[src/rtl/lbus_if.sv]
// Local-bus signal bundle between the bus controller (master) and a responder (slave).
interface lbus_if;
    logic [15:0] lbus_a;
    logic [15:0] lbus_di;
    logic [15:0] lbus_do;
    logic        lbus_wrn;
    logic        lbus_rdn;

    modport master (
        output lbus_a,
        output lbus_di,
        output lbus_wrn,
        output lbus_rdn,
        input  lbus_do
    );

    modport slave (
        input  lbus_a,
        input  lbus_di,
        input  lbus_wrn,
        input  lbus_rdn,
        output lbus_do
    );
endinterface

[src/rtl/lbus_responder.sv]
// Local-bus register responder for a 128-bit crypto core (key, text in/out, start/busy).
// Macro LBUS_KEY_READBACK_EN enables readback of the KEY words; otherwise they read 0x0000.
module lbus_responder (
    input  logic         clk,
    input  logic         rst,
    lbus_if.slave        bus,
    output logic [127:0] core_key,
    output logic [127:0] core_din,
    output logic         core_start,
    input  logic [127:0] core_dout,
    input  logic         core_done
);

    typedef enum logic [1:0] {StIdle, StStart, StBusy} state_e;

    state_e       state_q, state_d;
    logic [1:0]   wr_sync_q, rd_sync_q;
    logic         wr_prev_q, rd_prev_q;
    logic [2:0]   settle_q;
    logic         wr_fall, rd_fall;
    logic         wr_pend_q, rd_pend_q;
    logic [15:0]  addr_q, wdata_q;
    logic [127:0] key_q, din_q, tout_q;
    logic [15:0]  do_q, rdata;
    logic         busy, wr_commit, key_we, din_we, start_req;
    logic         is_cont, is_key, is_din, is_tout, is_ver;
    logic [6:0]   word_base;

    // Edges are only trusted once the synchronizers and prev flops hold post-reset samples,
    // so a strobe already low at reset release is not mistaken for a fall.
    assign wr_fall = settle_q[2] & wr_prev_q & ~wr_sync_q[1];
    assign rd_fall = settle_q[2] & rd_prev_q & ~rd_sync_q[1];

    assign busy      = (state_q != StIdle);
    assign wr_commit = wr_pend_q & ~busy;
    assign word_base = {~addr_q[3:1], 4'b0000};

    assign is_cont = (addr_q == 16'h0000);
    assign is_key  = (addr_q[15:4] == 12'h010) & ~addr_q[0];
    assign is_din  = (addr_q[15:4] == 12'h014) & ~addr_q[0];
    assign is_tout = (addr_q[15:4] == 12'h018) & ~addr_q[0];
    assign is_ver  = (addr_q == 16'hFFFC);

    assign key_we    = wr_commit & is_key;
    assign din_we    = wr_commit & is_din;
    assign start_req = wr_commit & is_cont & wdata_q[0];

    always_ff @(posedge clk) begin
        if (!rst) begin
            wr_sync_q <= 2'b11;
            rd_sync_q <= 2'b11;
            wr_prev_q <= 1'b1;
            rd_prev_q <= 1'b1;
            settle_q  <= 3'b000;
            wr_pend_q <= 1'b0;
            rd_pend_q <= 1'b0;
            addr_q    <= 16'h0000;
            wdata_q   <= 16'h0000;
            key_q     <= '0;
            din_q     <= '0;
            tout_q    <= '0;
            do_q      <= 16'h0000;
        end else begin
            wr_sync_q <= {wr_sync_q[0], bus.lbus_wrn};
            rd_sync_q <= {rd_sync_q[0], bus.lbus_rdn};
            wr_prev_q <= wr_sync_q[1];
            rd_prev_q <= rd_sync_q[1];
            settle_q  <= {settle_q[1:0], 1'b1};
            wr_pend_q <= wr_fall;
            // A simultaneous write wins; the read is dropped.
            rd_pend_q <= rd_fall & ~wr_fall;
            if (wr_fall || rd_fall) addr_q <= bus.lbus_a;
            if (wr_fall) wdata_q <= bus.lbus_di;
            if (key_we) key_q[word_base +: 16] <= wdata_q;
            if (din_we) din_q[word_base +: 16] <= wdata_q;
            if (state_q == StBusy && core_done) tout_q <= core_dout;
            if (rd_pend_q) do_q <= rdata;
        end
    end

    always_ff @(posedge clk) begin
        if (!rst) state_q <= StIdle;
        else      state_q <= state_d;
    end

    always_comb begin
        state_d    = state_q;
        core_start = 1'b0;
        unique case (state_q)
            StIdle:  if (start_req) state_d = StStart;
            StStart: begin
                core_start = 1'b1;
                state_d    = StBusy;
            end
            StBusy:  if (core_done) state_d = StIdle;
            default: state_d = StIdle;
        endcase
    end

    always_comb begin
        rdata = 16'h0000;
        if (is_cont) begin
            rdata = {13'h0000, busy, 2'b00};
        end else if (is_key) begin
`ifdef LBUS_KEY_READBACK_EN
            rdata = key_q[word_base +: 16];
`else
            rdata = 16'h0000;
`endif
        end else if (is_din) begin
            rdata = din_q[word_base +: 16];
        end else if (is_tout) begin
            rdata = tout_q[word_base +: 16];
        end else if (is_ver) begin
            rdata = 16'h0001;
        end
    end

    assign bus.lbus_do = do_q;
    assign core_key    = key_q;
    assign core_din    = din_q;

endmodule

[src/flat_wrapper.sv]
// flat-port wrapper written by rule: the top's interface ports become plain ports
module lbus_responder_flat 
  (clk, rst, core_key, core_din, core_start, core_dout, core_done, bus_lbus_a, bus_lbus_di, bus_lbus_wrn, bus_lbus_rdn, bus_lbus_do);
  lbus_if bus_i ();
  input  logic clk;
  input  logic rst;
  output logic [127:0] core_key;
  output logic [127:0] core_din;
  output logic core_start;
  input  logic [127:0] core_dout;
  input  logic core_done;
  input wire logic [$bits(bus_i.lbus_a)-1:0] bus_lbus_a;
  input wire logic [$bits(bus_i.lbus_di)-1:0] bus_lbus_di;
  input wire logic [$bits(bus_i.lbus_wrn)-1:0] bus_lbus_wrn;
  input wire logic [$bits(bus_i.lbus_rdn)-1:0] bus_lbus_rdn;
  output wire logic [$bits(bus_i.lbus_do)-1:0] bus_lbus_do;
  assign bus_i.lbus_a = bus_lbus_a;
  assign bus_i.lbus_di = bus_lbus_di;
  assign bus_i.lbus_wrn = bus_lbus_wrn;
  assign bus_i.lbus_rdn = bus_lbus_rdn;
  assign bus_lbus_do = bus_i.lbus_do;
  lbus_responder u_core (.clk(clk), .rst(rst), .bus(bus_i), .core_key(core_key), .core_din(core_din), .core_start(core_start), .core_dout(core_dout), .core_done(core_done));
endmodule
[config.mk]
export PLATFORM = sky130hd
export DESIGN_NAME = lbus_responder_flat
export DESIGN_NICKNAME = d
export VERILOG_FILES = /design/src/rtl/lbus_if.sv /design/src/rtl/lbus_responder.sv /design/src/flat_wrapper.sv
export SDC_FILE = /design/constraint.sdc
export NUM_CORES = 1
export LEC_CHECK = 0
export BUFFER_PORTS_ARGS = -buffer_cell sky130_fd_sc_hd__buf_2
export CAP_MARGIN = 0
export CELL_PAD_IN_SITES_DETAIL_PLACEMENT = 1
export CELL_PAD_IN_SITES_GLOBAL_PLACEMENT = 1
export CORE_UTILIZATION = 41
export DETAILED_ROUTE_END_ITERATION = 12
export GPL_TIMING_DRIVEN = 0
export PLACE_DENSITY_LB_ADDON = 0.3
export SLEW_MARGIN = 15
export SYNTH_ARGS = -nofsm -noshare
export SYNTH_HDL_FRONTEND = slang
export SYNTH_SLANG_ARGS = --single-unit
[constraint.sdc]
create_clock -name clk -period 3.9 [get_ports clk]
set_input_delay 0.39 -clock clk [delete_from_list [all_inputs] [get_ports clk]]
set_output_delay 0.39 -clock clk [all_outputs]
set_load 0.02 [all_outputs]
==> After elaboration in Yosys (flattened, before gate mapping) <==
Index checks and enable logic that the tools add are counted.
{ "op_classes": {"muxes": 12, "reduce_logical": 6, "eq_ne": 8, "bitwise_logic": 19, "shifts": 4, "addsub": 1} }
{ "op_table": {"columns": ["op", "n"], "rows": [
  ["bitwise mux 128 bit", 2],
  ["indexed part select 128 x 8 -> 16 bit", 2],
  ["variable shift 16 x 9 -> 128 bit (first input constant)", 1],
  ["indexed part select 16 x 9 -> 128 bit", 1],
  ["two-way mux 16 bit", 4],
  ["equality test 12 x 5 -> 1 bit (second input constant)", 3],
  ["equality test 16 bit (second input constant)", 1],
  ["zero test 16 bit", 1],
  ["AND 1 bit", 13],
  ["negation 7 -> 9 bit", 1],
  ["case mux 2 bit (3 select lines)", 1],
  ["inverter 1 bit", 5],
  ["two-way mux 2 bit", 2],
  ["two-way mux 1 bit", 3],
  ["inverter 3 bit", 1],
  ["equality test 2 x 1 -> 1 bit (second input constant)", 1],
  ["equality test 2 bit (second input constant)", 1],
  ["zero test 2 bit", 1],
  ["!= test 2 x 1 -> 1 bit (second input constant)", 1],
  ["!= test 2 bit (second input constant)", 1],
  ["AND reduction 2 bit", 1],
  ["nonzero test 2 bit", 1],
  ["logical AND 1 bit", 1],
  ["logical OR 1 bit", 1]
]} }
{ "totals": {"word_cells": 65, "out_inout_bits": 273, "regBits": 445} }

==> Logic depth before layout (Yosys ltp) <==
Gate-level depths: netlist of run 1.
{ "logic_depth": {"depth_word": 7, "mapped_depth": 11, "ltp_nobuf": 7} }

==> Least setup slack after synthesis of run 1 <==
Ideal clock, no wire load.
{ "synth_timing": {"kind": "register -> register", "from": "register u_core.addr_q[2]", "to": "register u_core.din_q[10], in the netlist u_core.core_din[10]", "arrival_time_ns": 3.157, "required_time_ns": 3.778, "setup_ns": 0.122, "path_stages_with_launch": 12, "slack_ns": 0.621, "path_cell_list": "dfxtp_1 > buf_2 > buf_1 > clkbuf_1 > inv_1 > ha_1 > or4b_1 > or4_1 > clkbuf_1 > buf_2 > nand2_1 > a21boi_0"} }
{ "synth_via": {"elab_chain_cells": 4, "elab_cells_between_ends": 5, "cone_classes": "add/sub: 1; shift: 2; mux: 1; bitwise: 1"} }
{ "synth_lines": {"columns": ["item", "line_no", "source"], "rows": [
  ["start: declaration", "lbus_responder.sv:22", "logic [15:0] addr_q, wdata_q;"],
  ["start signal: assignment", "lbus_responder.sv:72", "if (wr_fall || rd_fall) addr_q <= bus.lbus_a;"],
  ["inverter 3 bit (*)", "lbus_responder.sv:36", "assign word_base = {~addr_q[3:1], 4'b0000};"],
  ["negation 7 -> 9 bit (*)", "lbus_responder.sv:75", "if (din_we) din_q[word_base +: 16] <= wdata_q;"],
  ["indexed part select 16 x 9 -> 128 bit or variable shift 16 x 9 -> 128 bit (tied branches)", "lbus_responder.sv:75", null],
  ["bitwise mux 128 bit (*)", "lbus_responder.sv:75", null],
  ["end signal: indexed assignment", "lbus_responder.sv:75", null],
  ["end: declaration", "lbus_responder.sv:23", "logic [127:0] key_q, din_q, tout_q;"]
]} }
Every way passes the cells marked *; elsewhere a longest branch is shown, timed or not.
A chain may end at the register's enable or synchronous reset.

==> Worst setup path in the final report of run 1 <==
{ "layout_timing": {"from": "register u_core.addr_q[2]", "to": "register u_core.din_q[8], in the netlist u_core.core_din[8]"} }
Same word-level chain as after synthesis.

==> flow_summary.toml, run 1 <==
[synth]
yosysTopAreaCellShare = 0.466
syn_area_mm2 = 0.0191
ys_dominant_reg_cell = "sky130_fd_sc_hd__dfxtp_1"
syn_inst = 2081
post_synth.cell_area_avg_um2 = 9.19
ys_warn_count = 0
ys_top_cells_by_area = "sky130_fd_sc_hd__dfxtp_1 (47%), sky130_fd_sc_hd__nand2_1 (12%), sky130_fd_sc_hd__a21boi_0 (9.4%), sky130_fd_sc_hd__mux2i_1 (7.8%), sky130_fd_sc_hd__mux4_2 (7.3%)"
synth_enable_flop_cells = 0
synth.ff_latch_count = 445
async_reset_ff_frac = 0
netlist.top_cell.by_area = "sky130_fd_sc_hd__dfxtp_1"
synthesis.nets = 2251
post_synth_num_cell_types = 51
synth_seq_area_share = 0.466

[clock_network]
clk-insertion-delay-late_ps = 600
clock_tree.htree_level_count = 2
cts_sinks = 445
cts_root_buffer = "sky130_fd_sc_hd__clkbuf_16"
cts_setup_buffers = 0
ctsLongestPathBuffers = 3
clkTransAtPathRegs_ps = 70
cts_made_buffers = 48
cts_tree = "yes"

[power_and_ir_drop]
total_leakage_power_nw = 9.80
vdd_drop_max_uv = 270
power.total_mw = 9.64
p_per_area_mw_per_mm2 = 406

[placement]
detailed_place_hpwl_um = 60500
globalplace.congestion = 0.914
port_buffers = 437
post-place-cells = 3119

[grt]
grt_use_total = 0.331
grt_pass1_wl_um = 117000
grt_antenna_before_repair = 9
grt_overflow_total = 0
grt_pass1_vias = 18700
grt_max_degree = 25

[critical_path]
timing.critical_path.from_type = "register"
worstSetupStartpoint = "u_core.addr_q[2]$_SDFFE_PN0P_"
worst-path-max-fanout = 24
r2r-start = "u_core.addr_q[2]$_SDFFE_PN0P_"
crit_slowest_cell = "sky130_fd_sc_hd__or4b_1"
crit_path_cell_trace = "clkbuf_4 > inv_1 > ha_1 > or4b_1 > nor4_4 > clkbuf_1 > nand2_1 > a21boi_0"
critical_path_arrival_ps = 4250
cp-end-kind = "register"
worstPathBufferInverterCount = 3
crit-reg2reg-capture = "u_core.core_din[8]$_SDFFE_PN0P_"
timing.critical_path.required_ps = 4420
ff2ff_path_depth = 8
criticalPathCategory = "register to register"
crit_path_max_incr_delay_ps = 660
r2r_setup_slack_ps = 170
critical-path-top-delay-family = "buffers and inverters"

[routing]
num_vias = 18100
wire_per_inst_um = 24.9
remaining_drc_errors = 0
drtIter0Drc = 1406
routed_via_density = 5.63
wl_um = 80000
first_pass_iters = 5
drt.antenna.violating_nets = 0

[timing]
slew_headroom = 0.0990
finalMaxSlewViolations = 0
timing.final.setup_violations = 0
final_period_minus_worst_setup_slack_ps = 3730
rsz_0062_raised_after_global_routing = "no"
final_hold_viol_count = 0
timing.final.crit_share = 0.957
finalClockSkew_ps = 24.0
fmax_ghz = 0.268
slew_worst_pin_ps = 1350

[cells_and_area]
post_route_cells_drive_above_1_share = 0.241
mostFrequentLayoutCell = "sky130_fd_sc_hd__nand2_1"
syn_to_final_growth_pct = 24.0
finish.net_count = 2740
layout.cells.non_filler = 3213
mostFrequentLayoutCells = "sky130_fd_sc_hd__nand2_1 (630), sky130_fd_sc_hd__buf_2 (462), sky130_fd_sc_hd__dfxtp_1 (445), sky130_fd_sc_hd__a21boi_0 (240), sky130_fd_sc_hd__mux2i_1 (149)"

[die]
pin_count = 438
initial_standard_cell_utilization_of_the_core = 0.419
coreArea_mm2 = 0.0457
rows = 78
die_x_um = 218
floorplan_die_height_um = 218
dieArea_mm2 = 0.0475

[run_status]
status = "finished, final reports clean"

[min_path]
hold_start = "bus_lbus_di[7]"
hold_end = "u_core.wdata_q[7]$_SDFFE_PN0P_"
whs_path_depth = 2
worst_hold_path_type = "input port to register"

[job]
maxCapViolCount = 0
how the worst max path moves through the flow:
| stage | endpoint | depth (start not counted) | slack, ps |
|---|---|---|---|
| after global placement | u_core.core_din[82]$_SDFFE_PN0P_ | 9 | -1060 |
| after floorplan | u_core.core_din[10]$_SDFFE_PN0P_ | 11 | 620 |
| after CTS | u_core.core_din[14]$_SDFFE_PN0P_ | 8 | 30 |
| after global routing | u_core.core_din[8]$_SDFFE_PN0P_ | 8 | 40 |
| final | u_core.core_din[8]$_SDFFE_PN0P_ | 8 | 170 |
| after detailed placement | u_core.core_din[110]$_SDFFE_PN0P_ | 10 | -1070 |
registers in the layout, summed over array words and instances, names as in the netlist:
signal / flops
u_core.core_din: 128
u_core.core_key: 128
u_core.tout_q: 128
u_core.addr_q: 16
u_core.bus.lbus_do: 16
u_core.wdata_q: 16
u_core.settle_q: 3
u_core.rd_sync_q: 2
u_core.state_q: 2
u_core.wr_sync_q: 2
u_core.rd_pend_q: 1
u_core.rd_prev_q: 1
u_core.wr_pend_q: 1
u_core.wr_prev_q: 1
per-layer routing:
layer,part of all wire,track usage,up-vias
met4,0.046,0.155,0
met1,0.40,0.403,9081
met5,0,0,-
met3,0.072,0.0668,188
li1,-,-,8067
met2,0.48,0.560,757
area by class of cell:
type	instances	area, um2
fillers	5450	21900
multi-input cells	1455	9510
flip-flops and latches	445	8910
repair buffers	441	2220
clock buffers	71	1410
well taps	600	751
plain buffers	171	692
clock inverters	15	188
inverters	8	30.0
diodes	7	17.5
cell families after synthesis:
group,share of synthesized area
compound gates,0.122
fa+ha+maj,0.00327
buf+inv,0.0378
flops,0.466
mux,0.151
simple gates,0.220
stage by stage:
step	hold slack (ps)	setup TNS, ps	setup slack [ps]	instance area [um2]	util
2_1_floorplan	386	0	621	19100	-
3_3_place_gp	391	-149270	-1060	22100	0.483
3_5_place_dp	401	-122720	-1070	22100	0.484
4_1_cts	7.52	0	31.3	23700	0.519
5_1_grt	17.7	0	38.8	23700	0.520
6_report	30.4	0	169	23700	0.520
timing repair:
action,CTS,global route
pin swaps,0,0
hold buffers,3,0
endpoints found under the setup margin,241,83
gates resized for setup,4,1
hold endpoints to repair,3,0
synthesized netlist by cell type (all sizes together) (2+ instances only):
| cell type | count |
|---|---|
| a21boi | 256 |
| a22o | 16 |
| a22oi | 15 |
| a31oi | 2 |
| and2 | 4 |
| and3 | 3 |
| buf | 41 |
| clkbuf | 132 |
| dfxtp | 445 |
| ha | 5 |
| inv | 8 |
| mux2i | 149 |
| mux4 | 62 |
| nand2 | 633 |
| nand2b | 39 |
| nand3 | 141 |
| nand4 | 13 |
| nor2 | 13 |
| nor2b | 46 |
| nor3 | 4 |
| nor3b | 7 |
| nor4 | 13 |
| o21ai | 17 |
| or4 | 3 |
power breakdown:
part	switching (mW)	total, mW	internal (mW)
clock	1.98	4.74	2.76
combinational	0.204	0.336	0.132
sequential	0.00770	4.56	4.55
Power figures use the tool's default switching activity.
==> run 2: changes to the inputs <==
CORE_MARGIN = 3   (was default)
==> flow_summary.toml, run 2 (synthesis results as in run 1) <==
[run_status]
status = "finished, final reports clean"

[cells_and_area]
post_route_cells_drive_above_1_share = 0.240
syn_to_final_growth_pct = 24.0
layout.cells.non_filler = 3215
mostFrequentLayoutCells = "sky130_fd_sc_hd__nand2_1 (630), sky130_fd_sc_hd__buf_2 (462), sky130_fd_sc_hd__dfxtp_1 (445), sky130_fd_sc_hd__a21boi_0 (240), sky130_fd_sc_hd__mux2i_1 (149)"
postLayoutCellArea_mm2 = 0.0237
finish.net_count = 2741
mostFrequentLayoutCell = "sky130_fd_sc_hd__nand2_1"

[grt]
grt_pass1_vias = 18700
grt_overflow_total = 0
grt_antenna_before_repair = 11
grt_pass1_wl_um = 118000
grt_use_total = 0.314
grt_max_degree = 25

[critical_path]
crit_path_cell_trace = "clkbuf_4 > inv_1 > ha_1 > nor3b_1 > clkbuf_2 > clkbuf_1 > nand3_1 > mux2i_1"
timing.critical_path.from_type = "register"
criticalPathCategory = "register to register"
critical_path_arrival_ps = 4200
crit_path_max_incr_delay_ps = 600
worst-path-max-fanout = 24
crit_slowest_cell = "sky130_fd_sc_hd__nor3b_1"
critical-path-top-delay-family = "buffers and inverters"
timing.critical_path.required_ps = 4400
worstPathBufferInverterCount = 4
cp-end-kind = "register"

[power_and_ir_drop]
power.total_mw = 9.54
vdd_drop_max_uv = 270
total_leakage_power_nw = 9.79
cell_internal_pwr_mw = 7.40
comb_power_share = 0.035
power.share.switching = 0.224
clock_power_share = 0.487
p_per_area_mw_per_mm2 = 402
p_seq_frac = 0.478
switchingPower_mw = 2.14

[placement]
placed_area_mm2 = 0.0221
port_buffers = 437
globalplace.congestion = 0.897
detailed_place_hpwl_um = 61600
post-place-cells = 3119

[timing]
slew_headroom = 0.137
final_hold_viol_count = 0
rsz_0062_raised_after_global_routing = "no"
finalHoldWorstSlack_ps = 44.8
finalClockSkew_ps = 22.4
finalMaxSlewViolations = 0
timing.final.crit_share = 0.948
timing.final.setup_violations = 0
slew_worst_pin_ps = 1290
final_period_minus_worst_setup_slack_ps = 3700
fin_tns_setup_ps = 0
fmax_ghz = 0.270

[die]
floorplan_die_height_um = 222
initial_standard_cell_utilization_of_the_core = 0.418
rows = 78
pin_count = 438
dieArea_mm2 = 0.0493
die_x_um = 222
coreArea_mm2 = 0.0458

[clock_network]
cts_sinks = 445
cts_made_buffers = 49
clkTransAtPathRegs_ps = 60
ctsLongestPathBuffers = 3
cts_setup_buffers = 0
cts_root_buffer = "sky130_fd_sc_hd__clkbuf_16"
cts_tree = "yes"
clock_tree.htree_level_count = 2
clk-insertion-delay-late_ps = 590

[routing]
num_vias = 18000
wl_um = 80700
first_pass_iters = 7
drtIter0Drc = 1360
drt.antenna.violating_nets = 0
routed_via_density = 5.60
wire_per_inst_um = 25.1
remaining_drc_errors = 0

[job]
maxCapViolCount = 0

[min_path]
worst_hold_path_type = "input port to register"
[run 2: cell types whose count changed in the layout (fill, tap and decap cells not counted)]
cell,previous run,this run
sky130_fd_sc_hd__inv_6,2,1
sky130_fd_sc_hd__buf_1,12,11
sky130_fd_sc_hd__bufinv_16,4,2
sky130_fd_sc_hd__clkbuf_16,49,51
sky130_fd_sc_hd__clkbuf_1,140,145
sky130_fd_sc_hd__clkinv_2,7,6
[run 2: timing repair]
item	4_1_cts	5_1_grt
hold buffers	3	0
hold endpoints to repair	3	0
resized for setup	2	4
endpoints found under the setup margin	241	80
[run 2: power by group through the flow]
stage / registers [mW] / logic [mW] / clock network [mW]
floorplan: 4.66 / 0.146 / 0
global placement: 4.66 / 0.319 / 0
detailed placement: 4.66 / 0.327 / 0
CTS: 4.56 / 0.332 / 4.70
global route: 4.56 / 0.355 / 4.88
finish: 4.56 / 0.337 / 4.64
[run 2: layer usage]
layer  vias to the layer above  GRT usage  part of all wire
li1                       8075          -                 -
met1                      8892      0.386              0.40
met2                       811      0.522              0.47
met3                       213     0.0634             0.072
met4                         6      0.159             0.053
met5                         -          0           0.00050
[run 2: layout make-up]
type | instances | area (um2)
diodes | 7 | 17.5
plain buffers | 171 | 692
clock buffers | 77 | 1470
clock inverters | 11 | 114
fillers | 5420 | 22000
inverters | 8 | 30.0
multi-input cells | 1455 | 9510
flip-flops and latches | 445 | 8910
well taps | 600 | 751
repair buffers | 441 | 2220
[run 2: through the flow]
stage                      util  setup slack, ps
final                     0.518              203
after global routing      0.518             81.6
after CTS                 0.518             26.7
after detailed placement  0.482            -1120
after global placement    0.482            -1200
after floorplan               -              621
[run 2: final timing paths]
kind	startpoint	end	slack, ps	cells after the start
hold / removal	bus_lbus_di[13]	u_core.wdata_q[13]$_SDFFE_PN0P_	40	2
hold reg to reg	u_core.wr_sync_q[0]$_SDFF_PN1_	u_core.wr_sync_q[1]$_SDFF_PN1_	410	1
setup / recovery	u_core.addr_q[2]$_SDFFE_PN0P_	u_core.core_din[101]$_SDFFE_PN0P_	200	8
setup reg to reg	u_core.addr_q[2]$_SDFFE_PN0P_	u_core.core_din[101]$_SDFFE_PN0P_	200	8
==> run 3: changes to the inputs <==
PLACE_DENSITY = 0.88   (was default)
PLACE_DENSITY_LB_ADDON = default   (was 0.3)
==> flow_summary.toml, run 3 (synthesis results as in run 1) <==
[run_status]
status = "finished, final reports clean"

[cells_and_area]
finish.net_count = 2740
mostFrequentLayoutCells = "sky130_fd_sc_hd__nand2_1 (630), sky130_fd_sc_hd__buf_2 (462), sky130_fd_sc_hd__dfxtp_1 (445), sky130_fd_sc_hd__a21boi_0 (240), sky130_fd_sc_hd__mux2i_1 (149)"
layout.cells.non_filler = 3214
syn_to_final_growth_pct = 23.8
post_route_cells_drive_above_1_share = 0.242
final_core_utilization = 0.518
mostFrequentLayoutCell = "sky130_fd_sc_hd__nand2_1"

[placement]
detailed_place_hpwl_um = 62600
port_buffers = 437
post-place-cells = 3119
globalplace.congestion = 0.923
dp_slack_ps = -1260

[clock_network]
cts_root_buffer = "sky130_fd_sc_hd__clkbuf_16"
ctsLongestPathBuffers = 3
clk-insertion-delay-late_ps = 590
cts_setup_buffers = 0
clock_tree.htree_level_count = 2
cts_tree = "yes"
cts_made_buffers = 48
clkTransAtPathRegs_ps = 60
cts_sinks = 445

[grt]
grt_max_degree = 25
grt_overflow_total = 0
grt_pass1_wl_um = 122000
grt_use_total = 0.323
grt_antenna_before_repair = 8
grt_pass1_vias = 19700

[critical_path]
critical_path_arrival_ps = 4160
criticalPathCategory = "register to register"
worst-path-max-fanout = 24
r2r_setup_slack_ps = 250
timing.critical_path.from_type = "register"
cp-end-kind = "register"
timing.critical_path.required_ps = 4410

[timing]
rsz_0062_raised_after_global_routing = "no"
fmax_ghz = 0.274
slew_worst_pin_ps = 1300
slew_headroom = 0.131
finalHoldWorstSlack_ps = 20.0
timing.final.setup_violations = 0
finalMaxSlewViolations = 0
timing.final.crit_share = 0.936
timing.final.ws_setup_ps = 250
final_period_minus_worst_setup_slack_ps = 3650
final_hold_viol_count = 0
finalClockSkew_ps = 23.1

[power_and_ir_drop]
power.share.switching = 0.228
p_per_area_mw_per_mm2 = 401
p_seq_frac = 0.480
total_leakage_power_nw = 9.80
clock_power_share = 0.484
vdd_drop_max_uv = 347
comb_power_share = 0.036
cell_internal_pwr_mw = 7.33
switchingPower_mw = 2.16

[routing]
wire_per_inst_um = 25.8
drtIter0Drc = 1572
first_pass_iters = 5
wl_um = 82900
routed_via_density = 5.76
drt.antenna.violating_nets = 0
num_vias = 18500
remaining_drc_errors = 0

[die]
initial_standard_cell_utilization_of_the_core = 0.418
coreArea_mm2 = 0.0458
pin_count = 438
floorplan_die_height_um = 222
dieArea_mm2 = 0.0493
rows = 78
die_x_um = 222

[job]
maxCapViolCount = 0

[min_path]
worst_hold_path_type = "input port to register"
[run 3: worst paths after layout]
kind	cells after the start	end	startpoint
setup / recovery	8	u_core.core_din[6]$_SDFFE_PN0P_	u_core.addr_q[2]$_SDFFE_PN0P_
hold reg to reg	1	u_core.rd_sync_q[1]$_SDFF_PN1_	u_core.rd_sync_q[0]$_SDFF_PN1_
setup reg to reg	8	u_core.core_din[6]$_SDFFE_PN0P_	u_core.addr_q[2]$_SDFFE_PN0P_
hold / removal	2	u_core.wdata_q[13]$_SDFFE_PN0P_	bus_lbus_di[13]
[run 3: power by group through the flow]
stage                     registers (mW)  clock network (mW)  logic, mW
after floorplan                     4.66                   0      0.146
after global placement              4.66                   0      0.322
after detailed placement            4.66                   0      0.330
after CTS                           4.56                4.61      0.335
after global routing                4.56                4.80      0.359
final                               4.56                4.59      0.342
[run 3: critical path: stages, from the launching register on]
cell,delay (ps)
sky130_fd_sc_hd__dfxtp_1,350
sky130_fd_sc_hd__clkbuf_4,420
sky130_fd_sc_hd__inv_1,320
sky130_fd_sc_hd__ha_1,460
sky130_fd_sc_hd__or4b_1,660
sky130_fd_sc_hd__nor4_4,480
sky130_fd_sc_hd__clkbuf_1,560
sky130_fd_sc_hd__nand2_1,120
sky130_fd_sc_hd__a21boi_0,200
[run 3: metrics by stage]
step                      TNS [ps]  area [um2]  total power, mW
after global placement     -168380       22100             4.98
after CTS                        0       23700             9.50
final                            0       23700             9.50
after global routing             0       23700             9.72
after floorplan                  0       19100             4.80
after detailed placement   -150820       22100             4.99
[run 3: final cells by class]
class / instances / area [um2]
Antenna cell: 7 / 17.5
Buffer: 171 / 692
Clock buffer: 71 / 1420
Clock inverter: 16 / 141
Fill cell: 5469 / 22100
Inverter: 8 / 30.0
Multi-Input combinational cell: 1455 / 9510
Sequential cell: 445 / 8910
Tap cell: 600 / 751
Timing Repair Buffer: 441 / 2220
[run 3: timing repair]
item / CTS / global route
hold buffers: 3 / 0
endpoints found under the hold margin: 3 / 0
pin swaps: 0 / 0
setup endpoints to repair: 242 / 99
gates resized for setup: 2 / 5
[run 3: metal layers]
metal	up-vias	GRT usage	share of wire
met5	-	0	0.00028
met4	4	0.194	0.066
met3	284	0.0733	0.082
met2	960	0.531	0.47
met1	9197	0.386	0.39
li1	8071	-	-
